<file path="src/rtl/serial_tx_pkg.sv">
// Shared types and helpers for the serial link transmitter.
// Build option: define SERIAL_TX_PARITY_EN to add an even-parity bit after the payload.
package serial_tx_pkg;

   typedef enum logic [2:0] {
      IDLE,
      START,
      DATA,
      PARITY,
      STOP
   } tx_state_t;

   localparam logic SERIAL_IDLE_LVL = 1'b1;

   // A counter always gets at least one bit, even when it only has to count to 1.
   function automatic int cnt_w(input int n);
      return ($clog2(n) > 1) ? $clog2(n) : 1;
   endfunction

endpackage

</file>
<file path="src/rtl/serial_tx_if.sv">
// Producer-side word handshake of the serial transmitter.
// The master drives words in; the slave (the transmitter) reports ready and busy.
interface serial_tx_if #(
   parameter int DATA_W = 8
) ();

   logic [DATA_W-1:0] tx_data_i;
   logic              tx_valid_i;
   logic              tx_ready_o;
   logic              tx_busy_o;

   modport master (
      output tx_data_i,
      output tx_valid_i,
      input  tx_ready_o,
      input  tx_busy_o
   );

   modport slave (
      input  tx_data_i,
      input  tx_valid_i,
      output tx_ready_o,
      output tx_busy_o
   );

endinterface

</file>
<file path="src/rtl/serial_tx_baud.sv">
// Bit-period counter: counts 0..CLKS_PER_BIT-1 while run is high and flags the last clock.
// The counter is held at zero whenever run is low, so every frame starts on a fresh period.
module serial_tx_baud
   import serial_tx_pkg::*;
#(
   parameter int CLKS_PER_BIT = 4
) (
   input  logic clk,
   input  logic reset,
   input  logic run,
   output logic tick
);

   localparam int CW = cnt_w(CLKS_PER_BIT);
   localparam logic [CW-1:0] LAST = CW'(CLKS_PER_BIT - 1);

   logic [CW-1:0] cnt;

   always_ff @(posedge clk or posedge reset) begin
      if (reset) begin
         cnt <= '0;
      end else if (!run || (cnt == LAST)) begin
         cnt <= '0;
      end else begin
         cnt <= cnt + CW'(1);
      end
   end

   // With CLKS_PER_BIT=1 the counter stays at zero and tick follows run every cycle.
   assign tick = run && (cnt == LAST);

endmodule

</file>
<file path="src/rtl/serial_tx.sv">
// Parallel-to-serial frame transmitter: start bit, DATA_W bits LSB-first, optional parity, stop bits.
// Build option: define SERIAL_TX_PARITY_EN to insert an even-parity bit before the stop bits.
module serial_tx
   import serial_tx_pkg::*;
#(
   parameter int DATA_W       = 8,
   parameter int CLKS_PER_BIT = 4,
   parameter int STOP_BITS    = 1
) (
   input  logic        clk,
   input  logic        reset,
   serial_tx_if.slave  tx,
   output logic        serial_o
);

   localparam int IW = cnt_w(DATA_W);
   localparam logic [IW-1:0] IDX_LAST  = IW'(DATA_W - 1);
   localparam logic          STOP_LAST = 1'(STOP_BITS - 1);

   tx_state_t         state;
   logic [DATA_W-1:0] shreg;
   logic [DATA_W-1:0] shreg_nxt;
   logic [IW-1:0]     idx;
   logic              stop_cnt;
   logic              ready_q;
   logic              busy_q;
   logic              tick;
`ifdef SERIAL_TX_PARITY_EN
   logic              parity_q;
`endif

   assign tx.tx_ready_o = ready_q;
   assign tx.tx_busy_o  = busy_q;
   assign shreg_nxt     = shreg >> 1;

   serial_tx_baud #(
      .CLKS_PER_BIT (CLKS_PER_BIT)
   ) u_baud (
      .clk   (clk),
      .reset (reset),
      .run   (state != IDLE),
      .tick  (tick)
   );

   always_ff @(posedge clk or posedge reset) begin
      if (reset) begin
         state    <= IDLE;
         serial_o <= SERIAL_IDLE_LVL;
         ready_q  <= 1'b1;
         busy_q   <= 1'b0;
         shreg    <= '0;
         idx      <= '0;
         stop_cnt <= 1'b0;
`ifdef SERIAL_TX_PARITY_EN
         parity_q <= 1'b0;
`endif
      end else begin
         case (state)
            IDLE: begin
               if (tx.tx_valid_i && ready_q) begin
                  state    <= START;
                  ready_q  <= 1'b0;
                  busy_q   <= 1'b1;
                  serial_o <= 1'b0;
                  shreg    <= tx.tx_data_i;
                  idx      <= '0;
                  stop_cnt <= 1'b0;
`ifdef SERIAL_TX_PARITY_EN
                  parity_q <= ^tx.tx_data_i;
`endif
               end
            end

            START: begin
               if (tick) begin
                  state    <= DATA;
                  serial_o <= shreg[0];
               end
            end

            // Each data bit is presented from shreg[0]; the register shifts as a period ends.
            DATA: begin
               if (tick) begin
                  if (idx == IDX_LAST) begin
`ifdef SERIAL_TX_PARITY_EN
                     state    <= PARITY;
                     serial_o <= parity_q;
`else
                     state    <= STOP;
                     serial_o <= SERIAL_IDLE_LVL;
`endif
                  end else begin
                     idx      <= idx + IW'(1);
                     shreg    <= shreg_nxt;
                     serial_o <= shreg_nxt[0];
                  end
               end
            end

`ifdef SERIAL_TX_PARITY_EN
            PARITY: begin
               if (tick) begin
                  state    <= STOP;
                  serial_o <= SERIAL_IDLE_LVL;
               end
            end
`endif

            STOP: begin
               if (tick) begin
                  if (stop_cnt == STOP_LAST) begin
                     state   <= IDLE;
                     ready_q <= 1'b1;
                     busy_q  <= 1'b0;
                  end else begin
                     stop_cnt <= 1'b1;
                  end
               end
            end

            // Unreachable encodings (and PARITY without the parity build) fall back to idle.
            default: begin
               state    <= IDLE;
               serial_o <= SERIAL_IDLE_LVL;
               ready_q  <= 1'b1;
               busy_q   <= 1'b0;
            end
         endcase
      end
   end

endmodule

</file>
<file path="src/flat_wrapper.sv">
// flat-port wrapper written by rule: the top's interface ports become plain ports
module serial_tx_flat import serial_tx_pkg::*;
#(
   parameter int DATA_W       = 8,
   parameter int CLKS_PER_BIT = 4,
   parameter int STOP_BITS    = 1
)
  (clk, reset, serial_o, tx_tx_data_i, tx_tx_valid_i, tx_tx_ready_o, tx_tx_busy_o);
  serial_tx_if #(.DATA_W(DATA_W)) tx_i ();
  input  logic clk;
  input  logic reset;
  output logic serial_o;
  input wire logic [$bits(tx_i.tx_data_i)-1:0] tx_tx_data_i;
  input wire logic [$bits(tx_i.tx_valid_i)-1:0] tx_tx_valid_i;
  output wire logic [$bits(tx_i.tx_ready_o)-1:0] tx_tx_ready_o;
  output wire logic [$bits(tx_i.tx_busy_o)-1:0] tx_tx_busy_o;
  assign tx_i.tx_data_i = tx_tx_data_i;
  assign tx_i.tx_valid_i = tx_tx_valid_i;
  assign tx_tx_ready_o = tx_i.tx_ready_o;
  assign tx_tx_busy_o = tx_i.tx_busy_o;
  serial_tx #(.DATA_W(DATA_W), .CLKS_PER_BIT(CLKS_PER_BIT), .STOP_BITS(STOP_BITS)) u_core (.clk(clk), .reset(reset), .tx(tx_i), .serial_o(serial_o));
endmodule
</file>
<file path="config.mk">
export PLATFORM = sky130hd
export DESIGN_NAME = serial_tx_flat
export DESIGN_NICKNAME = d
export VERILOG_FILES = /design/src/rtl/serial_tx_pkg.sv /design/src/rtl/serial_tx_if.sv /design/src/rtl/serial_tx_baud.sv /design/src/rtl/serial_tx.sv /design/src/flat_wrapper.sv
export SDC_FILE = /design/constraint.sdc
export NUM_CORES = 1
export LEC_CHECK = 0
export CAP_MARGIN = 0
export CORE_UTILIZATION = 50
export CTS_BUF_LIST = sky130_fd_sc_hd__clkbuf_8
export DETAILED_ROUTE_END_ITERATION = 16
export HOLD_SLACK_MARGIN = 0.08
export PLACE_DENSITY = 0.88
export RECOVER_POWER = 25
export SYNTH_ARGS = -nofsm -noshare
export SYNTH_HDL_FRONTEND = slang
export SYNTH_SLANG_ARGS = --single-unit
export TNS_END_PERCENT = 10
</file>
<file path="constraint.sdc">
create_clock -name clk -period 1.69 [get_ports clk]
set_clock_uncertainty 0.05 [all_clocks]
set_input_delay 0.338 -clock clk [delete_from_list [all_inputs] [get_ports clk]]
set_output_delay 0.338 -clock clk [all_outputs]
set_load 0.01 [all_outputs]
</file>
==> impl_metrics.json <==
{
  "end_kind": "register",
  "clk_pin_slew_ns": 0.07,
  "insertion_delay_ns": 0.26,
  "ios": 14,
  "synth_warnings": 0,
  "crit_type": "register to register",
  "crit_required_ns": 1.78,
  "setup_viol": 0,
  "die_y_um": 46.7,
  "tightest_slew_ns": 1.03,
  "final_layout_size_suffix_gt1_share_pct": 26.3,
  "synth_xor_area_share_pct": 0.875,
  "port-buffer-count": 13,
  "power_density_mw_per_mm2": 1080,
  "grt_util_all_layers_pct": 27.2,
  "postLayoutCellArea_mm2": 0.00131,
  "fill_cells": 143,
  "gp_congestion": 0.824,
  "utilization_pct": 72.5,
  "grt_overflow": 0,
  "cp.arrival_ns": 1.75,
  "synth_top_family_by_area": "compound AO/OA/AOI/OAI gates",
  "numCtsBuffers": 3,
  "synth-main-ff-cell": "dfrtp_1",
  "post_drt_wl_per_cell_um": 17.3,
  "dpl_cell_area_mm2": 0.00120,
  "antenna_cells": 0,
  "core_area_mm2": 0.00180,
  "rsz0062_at_grt": "true",
  "fin_crit_ns": 1.66,
  "whs_ns": 0.392,
  "clock-sinks": 19,
  "total_power_w": 0.00142,
  "fmax_mhz": 602,
  "slew_violations": 0,
  "synth_compound_area_share_pct": 20.5,
  "drt-vias-per-instance": 6.15,
  "postSynthAreaPerCell_um2": 10.5,
  "num_rows": 15,
  "drt-initial-drc-count": 17,
  "yosys.area_share.simple_pct": 17.8,
  "antenna_found_initial": 0,
  "root_buffer": "clkbuf_8",
  "peakVddDrop_mv": 0.628,
  "die_x_um": 46.7,
  "async_reset_ff_share_pct": 100,
  "worst_setup_path_start_kind": "register",
  "instances_no_fill": 143,
  "remaining_drc_errors": 0,
  "syn-num-nets": 109,
  "first_pass_iters": 4,
  "multi_input_area_um2": 515,
  "syn-cell-area_mm2": 0.00100,
  "nets": 133,
  "areaGrowthSynthToFinish_pct": 30.5,
  "grt_pass1_vias": 860,
  "yosys.area_share.adder_pct": 3.75,
  "cts_tree": "built",
  "ff_latch_area_um2": 478,
  "cp_max_fo": 4,
  "place_inst": 138,
  "ys_seq_elements": 19,
  "ys_types": 31,
  "vias": 879,
  "ys_seq_area_share_pct": 47.8,
  "clk_path_buf_depth": 2,
  "initial_core_util_pct": 55.6,
  "period_share_pct": 98.3,
  "synth-edff-count": 0,
  "drt_wl_total_mm": 2.47,
  "finalHoldViolCount": 0,
  "drtAntennaViolNets": 0,
  "synthCells": 95,
  "grt_max_degree": 20,
  "power_leakage_nw": 0.568,
  "dp_hpwl_mm": 1.61,
  "maxCapViolations": 0,
  "grt_pass1_wl_mm": 3.97,
  "die-area_mm2": 0.00218,
  "max_slew_margin_pct": 31.3,
  "synth_mux_area_share_pct": 3.37,
  "h-tree-depth": 1,
  "status": "completed",
  "hp-class": "register to register"
}
sequential cells by signal (all words and copies together), names as in the netlist:
register,flops
u_core.idx,3
u_core.tx.tx_ready_o,1
u_core.serial_o,1
u_core.u_baud.cnt,2
u_core.shreg,8
u_core.tx.tx_busy_o,1
u_core.state,3
through the flow:
step / setup slack (ns) / TNS, ns
6_report: 0.0295 / 0
5_1_grt: -0.0219 / -0.0219
4_1_cts: -0.0156 / -0.0217
3_5_place_dp: -0.123 / -0.813
3_3_place_gp: -0.0493 / -0.337
2_1_floorplan: 0.0457 / 0
cell type report:
type | count | share of cell area (%)
Timing Repair Buffer | 26 | 17.2
Tap cell | 25 | 2.39
Inverter | 3 | 0.862
Multi-Input combinational cell | 66 | 39.5
Sequential cell | 19 | 36.6
Clock inverter | 1 | 0.287
Clock buffer | 3 | 3.16
path summary, 6_finish.rpt:
kind | startpoint | endpoint | slack, ns | depth (start not counted)
hold / removal | u_core.u_baud.cnt[0] | u_core.u_baud.cnt[0] | 0.39 | 1
hold reg to reg | u_core.u_baud.cnt[0] | u_core.u_baud.cnt[0] | 0.39 | 1
setup / recovery | u_core.idx[0] | u_core.idx[0] | 0.03 | 5
max in group asynchronous | reset | u_core.u_baud.cnt[0] | 0.33 | 3
min in group asynchronous | reset | u_core.shreg[7] | 0.64 | 3
setup reg to reg | u_core.idx[0] | u_core.idx[0] | 0.03 | 5
cell families after synthesis:
kind of cell	Yosys count
AOI/OAI and AO/OA	31
and+or+nand+nor	28
DFF	19
buffers and inverters	10
muxes	3
adders and majority gates	3
xor gates and xnor gates	1
layout by cell type, fill, tap and decap left out, drive strengths merged, types with 3 or more instances in the layout:
cell,instances
nand2,3
clkdlybuf4s50,11
ha,3
a22o,3
nor2,3
clkbuf,4
inv,4
nor3,6
mux2,3
a2bb2oi,7
or3,8
dfrtp,17
buf,12
o21ai,11
a21oi,4
cells in the mapped netlist, types with 2 or more instances:
library cell | n | area share, %
or3_1 | 8 | 5.0
nand2_1 | 3 | 1.1
dfrtp_1 | 17 | 43
o21ai_0 | 11 | 5.5
clkbuf_1 | 3 | 1.1
a2bb2oi_1 | 7 | 6.1
nor3_1 | 6 | 3.0
nor2_1 | 3 | 1.1
a21oi_1 | 4 | 2.0
a22o_1 | 3 | 2.6
dfstp_2 | 2 | 5.2
inv_1 | 3 | 1.1
ha_1 | 3 | 3.8
buf_4 | 2 | 1.5
buf_6 | 2 | 2.2
mux2_2 | 3 | 3.4
repair_timing:
action | CTS | global route
buffers inserted | 1 | 0
pin swaps | 2 | 5
hold buffers | 0 | 0
resized for setup | 10 | 6
endpoints found under the setup margin | 10 | 11
power by group:
group,switching [W],internal (W),leakage (nW),total [W]
clock,0.000150,0.000162,0.0269,0.000312
sequential,0.000105,0.000590,0.238,0.000695
combinational,0.000156,0.000253,0.303,0.000409
total,0.000411,0.00100,0.568,0.00142
metal layers:
layer  vias up  track usage, %  wire [um]
li1        396               -          -
met1       437            30.3        930
met2        37            48.6       1330
met3         9            6.15        147
met4         0            13.1         66
met5         -               0          0
critical path, cell delays in order (launching register included):
cell	delay, ns
dfrtp_1	0.39
ha_2	0.20
ha_4	0.17
nor4b_4	0.35
nor2_2	0.12
mux2_4	0.27
(Power assumes the default switching activity.)
==> variant 1, RTL diff (same flow settings) <==
Re-encode `tx_state_t` (5 states) as one-hot, 5 bits wide.
--- a/src/rtl/serial_tx_pkg.sv
+++ b/src/rtl/serial_tx_pkg.sv
@@ -2,12 +2,12 @@
 // Build option: define SERIAL_TX_PARITY_EN to add an even-parity bit after the payload.
 package serial_tx_pkg;
 
-   typedef enum logic [2:0] {
-      IDLE,
-      START,
-      DATA,
-      PARITY,
-      STOP
+   typedef enum logic [4:0] {
+      IDLE   = 5'b00001,
+      START  = 5'b00010,
+      DATA   = 5'b00100,
+      PARITY = 5'b01000,
+      STOP   = 5'b10000
    } tx_state_t;
 
    localparam logic SERIAL_IDLE_LVL = 1'b1;
Function: same outputs for any inputs over 10 cycles, from zero or initial values and one cycle with reset high; not proved beyond that.
==> variant 1 against the unedited design <==
- the flow now finishes with violations (setup timing)
- wire length up 1.6%
- design area grew 25%
- sequential cell count rose by 1
- core utilization up 0.44 points
- critical path depth up 1
- highest routed layer unchanged
- count of clock-buffer cells in the layout grew 1
- synthesized area up 19%
- cell count is 13% higher
- setup slack lost 0.078 ns
Power is not compared: it rests on default switching activity, and its combinational part moved more than twofold at a synthesized area within 25%.
==> variant 1: results (changes against the unedited design) <==
outcome:
  status: "finished, violations left"
  violations: "setup timing"
setup_path:
  arrival_ns: 1.83  # +0.08 ns
  cpPeakStageDelay_ns: 0.42  # +0.03 ns
  cp_max_fo: 4  # unchanged
  reg2regPathDepth: 6  # +1
route:
  wl_um: 2510  # +1.6%
  drt_iter0_drc: 16  # -1
  drt-wirelength-per-cell_um: 15.5  # -10%
sta:
  setup_viol: 8  # +8
  relSlewSlack: 0.653  # +0.340
  finalWorstSetupSlack_ns: -0.0488  # -0.0784 ns
  tns_ns: -0.119  # -0.119 ns
placed_design:
  dp_hpwl_um: 1700  # +6.1%
  dp_cells: 153  # +11%
  globalplace.congestion: 0.752  # -8.7%
  dp_slack_ns: -0.163  # -0.0401 ns
yosys:
  synth_seq_area_share: 0.423  # -0.0542
  synth_cell_type_count: 37  # +19%
  synthesis.instances: 100  # +5.3%
  async_flop_share: 1.00  # unchanged
  synth.area.top_cells: "dfrtp_1 (36%), mux2_4 (18%), dfstp_2 (6.6%), ha_1 (3.2%), mux2_2 (2.8%)"
  synth_common_cells: "dfrtp_1 (17), mux2_4 (14), a21oi_1 (6)"
pwr:
  max-vdd-ir-drop_uv: 1000
final_layout:
  drive_gt1_frac: 0.463  # +0.200
  reg_top3: "u_core.shreg (8), u_core.state (4), u_core.idx (3)"
  n_fill_cell: 157  # +9.8%
clock_network:
  clkLatencyLatePin_ns: 0.25
  cts-root-buf: "clkbuf_8"
global_routing:
  grtUsageTotal: 0.221  # -0.0510
  grt_pass1_vias: 953  # +11%
  grt_util_met1: 0.283  # -0.0203
  grt_max_degree: 21  # +5.0%
  grt_pass1_wl_um: 4260  # +7.3%
variant 1: worst reg2reg max path, stage by stage, from the launching register on:
cell and delay [ns]:
dfrtp_1 0.42, buf_4 0.17, nor4b_4 0.28, nand3_2 0.15, nor2b_4 0.19, buf_6 0.12
mux2_4 0.25
variant 1: worst paths after layout:
check                      slack [ns]                   end                  from
setup / recovery                -0.05         u_core.idx[0]       u_core.state[4]
hold / removal                   0.40  u_core.u_baud.cnt[0]  u_core.u_baud.cnt[0]
setup reg to reg                -0.05         u_core.idx[0]       u_core.state[4]
hold reg to reg                  0.40  u_core.u_baud.cnt[0]  u_core.u_baud.cnt[0]
max in group asynchronous        0.64  u_core.tx.tx_ready_o                 reset
min in group asynchronous        0.59       u_core.shreg[5]                 reset
variant 1: layer usage:
layer,up-vias,wire [um]
met4,0,23
met3,2,62
li1,436,-
met5,-,0
met1,450,1140
met2,19,1280
variant 1: area by class of cell:
cell class | instances | area share
Clock buffer | 4 | 0.0338
Inverter | 4 | 0.00922
Multi-Input combinational cell | 70 | 0.431
Sequential cell | 20 | 0.310
Tap cell | 28 | 0.0215
Timing Repair Buffer | 36 | 0.195
variant 1: stage by stage:
| stage | instance area [um^2] | total power (W) | util |
|---|---|---|---|
| detailed placement | 1480 | 0.00184 | 0.661 |
| floorplan | 1200 | 0.00151 | - |
| global placement | 1480 | 0.00179 | 0.661 |
| finish | 1630 | 0.00231 | 0.729 |
| global route | 1630 | 0.00245 | 0.729 |
| CTS | 1580 | 0.00223 | 0.706 |
variant 1: cells by family after synthesis:
kind of cell	synth area share
AO/OA/AOI/OAI	0.134
adder cells (fa/ha/maj)	0.0315
buffers and inverters	0.0525
flip-flops	0.423
multiplexers	0.205
AND/OR/NAND/NOR	0.153
variant 1: what timing repair did:
item	CTS	global route
endpoints found under the setup margin	12	15
resized for setup	8	7
setup buffers	1	3
gates cloned	1	0
pin swaps	0	4
variant 1: power by group through the flow:
stage	clock network (W)	registers, W	logic, W
floorplan	0	0.000826	0.000689
global placement	0	0.000826	0.000963
detailed placement	0	0.000844	0.00100
CTS	0.000366	0.000846	0.00102
global route	0.000389	0.000875	0.00119
finish	0.000363	0.000856	0.00109
==> variant 2, RTL diff (config.mk and constraints unchanged) <==
Made on the original files. Build with the macro `SERIAL_TX_PARITY_EN` defined.
--- a/src/rtl/serial_tx.sv
+++ b/src/rtl/serial_tx.sv
@@ -1,5 +1,7 @@
 // Parallel-to-serial frame transmitter: start bit, DATA_W bits LSB-first, optional parity, stop bits.
 // Build option: define SERIAL_TX_PARITY_EN to insert an even-parity bit before the stop bits.
+`define SERIAL_TX_PARITY_EN
+
 module serial_tx
    import serial_tx_pkg::*;
 #(
Behaviour: same outputs for any inputs over 10 cycles, from zero or initial values and one cycle with reset high; that may be too few to reach the edited logic, so the function may still have changed.
==> variant 2 against the unedited design <==
- the flow now finishes with violations (setup timing)
- wire length shrank 7.4%
- synthesized area is 1.2% higher
- via count down 4.8%
- design area is 5.4% higher
- sequential cell count increased by 1
- die area rose by 1.2%
- setup slack worse by 0.15 ns
Power is not compared: it rests on default switching activity, and its combinational part moved more than twofold at a synthesized area within 25%.
==> variant 2: results (changes against the unedited design) <==
sta:
  tns_ns: -0.232  # -0.232 ns
  relSlewSlack: 0.310  # -0.00348
  finalWorstSetupSlack_ns: -0.125  # -0.155 ns
  setup_viol: 3  # +3
yosys:
  synth-compound-area-share: 0.142  # -0.0630
  synth-xor-area-share: 0.0691  # +0.0604
  synth_common_cells: "dfrtp_1 (18), nand2_1 (13), o21ai_0 (10)"
  synth_seq_area_share: 0.496  # +0.0188
  synth_cell_type_count: 29  # -6.5%
  synth_nets: 111  # +1.8%
  synthAdderAreaFrac: 0.0370  # -0.000463
  synth.area.top_cells: "dfrtp_1 (44%), mux2i_1 (6.9%), xnor2_1 (6.0%), dfstp_2 (5.2%), o21ai_0 (4.9%)"
  muxShareOfSynthArea: 0.0914  # +0.0576
global_routing:
  grt_max_degree: 21  # +5.0%
  grt_pass1_wl_um: 3770  # -4.9%
  grt_pass1_vias: 803  # -6.6%
  grtUsageTotal: 0.252  # -0.0195
clock_network:
  postCtsSetupBuffers: 0  # -1
  ctsResizeCount: 6  # -4
  cts-root-buf: "clkbuf_8"
  htreeDepth: 1  # unchanged
min_path:
  hp-start: "u_core.parity_q"
  hold_path_end: "u_core.parity_q"
  hold_path.class: "flop to flop"
  min_path_cells: 2  # +1
route:
  vias: 837  # -4.8%
  drt_iter0_drc: 20  # +3
  drt-wirelength-per-cell_um: 15.3  # -12%
placed_design:
  globalplace.congestion: 0.760  # -7.7%
  dp_hpwl_um: 1610  # about the same
  placed_area_um2: 1290  # +7.3%
  dp_slack_ns: -0.420  # -0.298 ns
setup_path:
  reg2regPathDepth: 5  # unchanged
  cp_max_fo: 3  # -1
  reg2reg_from: "u_core.u_baud.cnt[0]"
  arrival_ns: 1.91  # +0.16 ns
  cp-start-kind: "flop"
  cp-end-kind: "flop"
final_layout:
  diodes: 0  # unchanged
  nNetsFinal: 140  # +5.3%
  n_fill_cell: 124  # -13%
  drive_gt1_frac: 0.240  # -0.0227
outcome:
  status: "finished, violations left"
  violations: "setup timing"
pwr:
  p_sw_frac: 0.353
variant 2: cell types whose count changed after synthesis, moves of 3 or more:
cell	delta
nand2_1	+10
a2bb2oi_1	-7
mux2i_1	+7
or3_1	-7
xnor2_1	+6
buf_2	+4
nor3_1	-3
variant 2: stage by stage:
step | instances | hold slack (ns) | power [W]
after floorplan | 97 | 0.250 | 0.00149
after global placement | 145 | 0.410 | 0.00181
after detailed placement | 145 | 0.424 | 0.00189
after CTS | 149 | 0.349 | 0.00228
after global routing | 150 | 0.451 | 0.00254
final | 150 | 0.436 | 0.00238
variant 2: layout make-up:
class | count | area (um^2) | area share
timing repair buffer | 29 | 255 | 0.185
clock buffer | 4 | 55.1 | 0.0400
multi-input combinational | 71 | 528 | 0.384
inverter | 1 | 3.75 | 0.00273
tap | 25 | 31.3 | 0.0227
sequential | 20 | 503 | 0.365
variant 2: routing by layer:
| layer | share of wire | wire length [um] | GRT usage | vias up |
|---|---|---|---|---|
| li1 | - | - | - | 405 |
| met1 | 0.46 | 1050 | 0.343 | 405 |
| met2 | 0.48 | 1110 | 0.414 | 23 |
| met3 | 0.051 | 116 | 0.0462 | 4 |
| met4 | 0.0092 | 21 | 0.0686 | 0 |
| met5 | 0 | 0 | 0 | - |
variant 2: power by group through the flow:
stage	clock network (W)	registers [W]	logic (W)
final	0.000369	0.000879	0.00114
after global routing	0.000388	0.000897	0.00125
after CTS	0.000372	0.000858	0.00105
after floorplan	0	0.000832	0.000653
after global placement	0	0.000844	0.000964
after detailed placement	0	0.000859	0.00103
variant 2: worst max-delay path: stages (launching register included):
cell and delay, ns:
dfrtp_1 0.41, ha_4 0.17, and2_4 0.15, or4_4 0.42, and3b_2 0.25, mux2_2 0.26
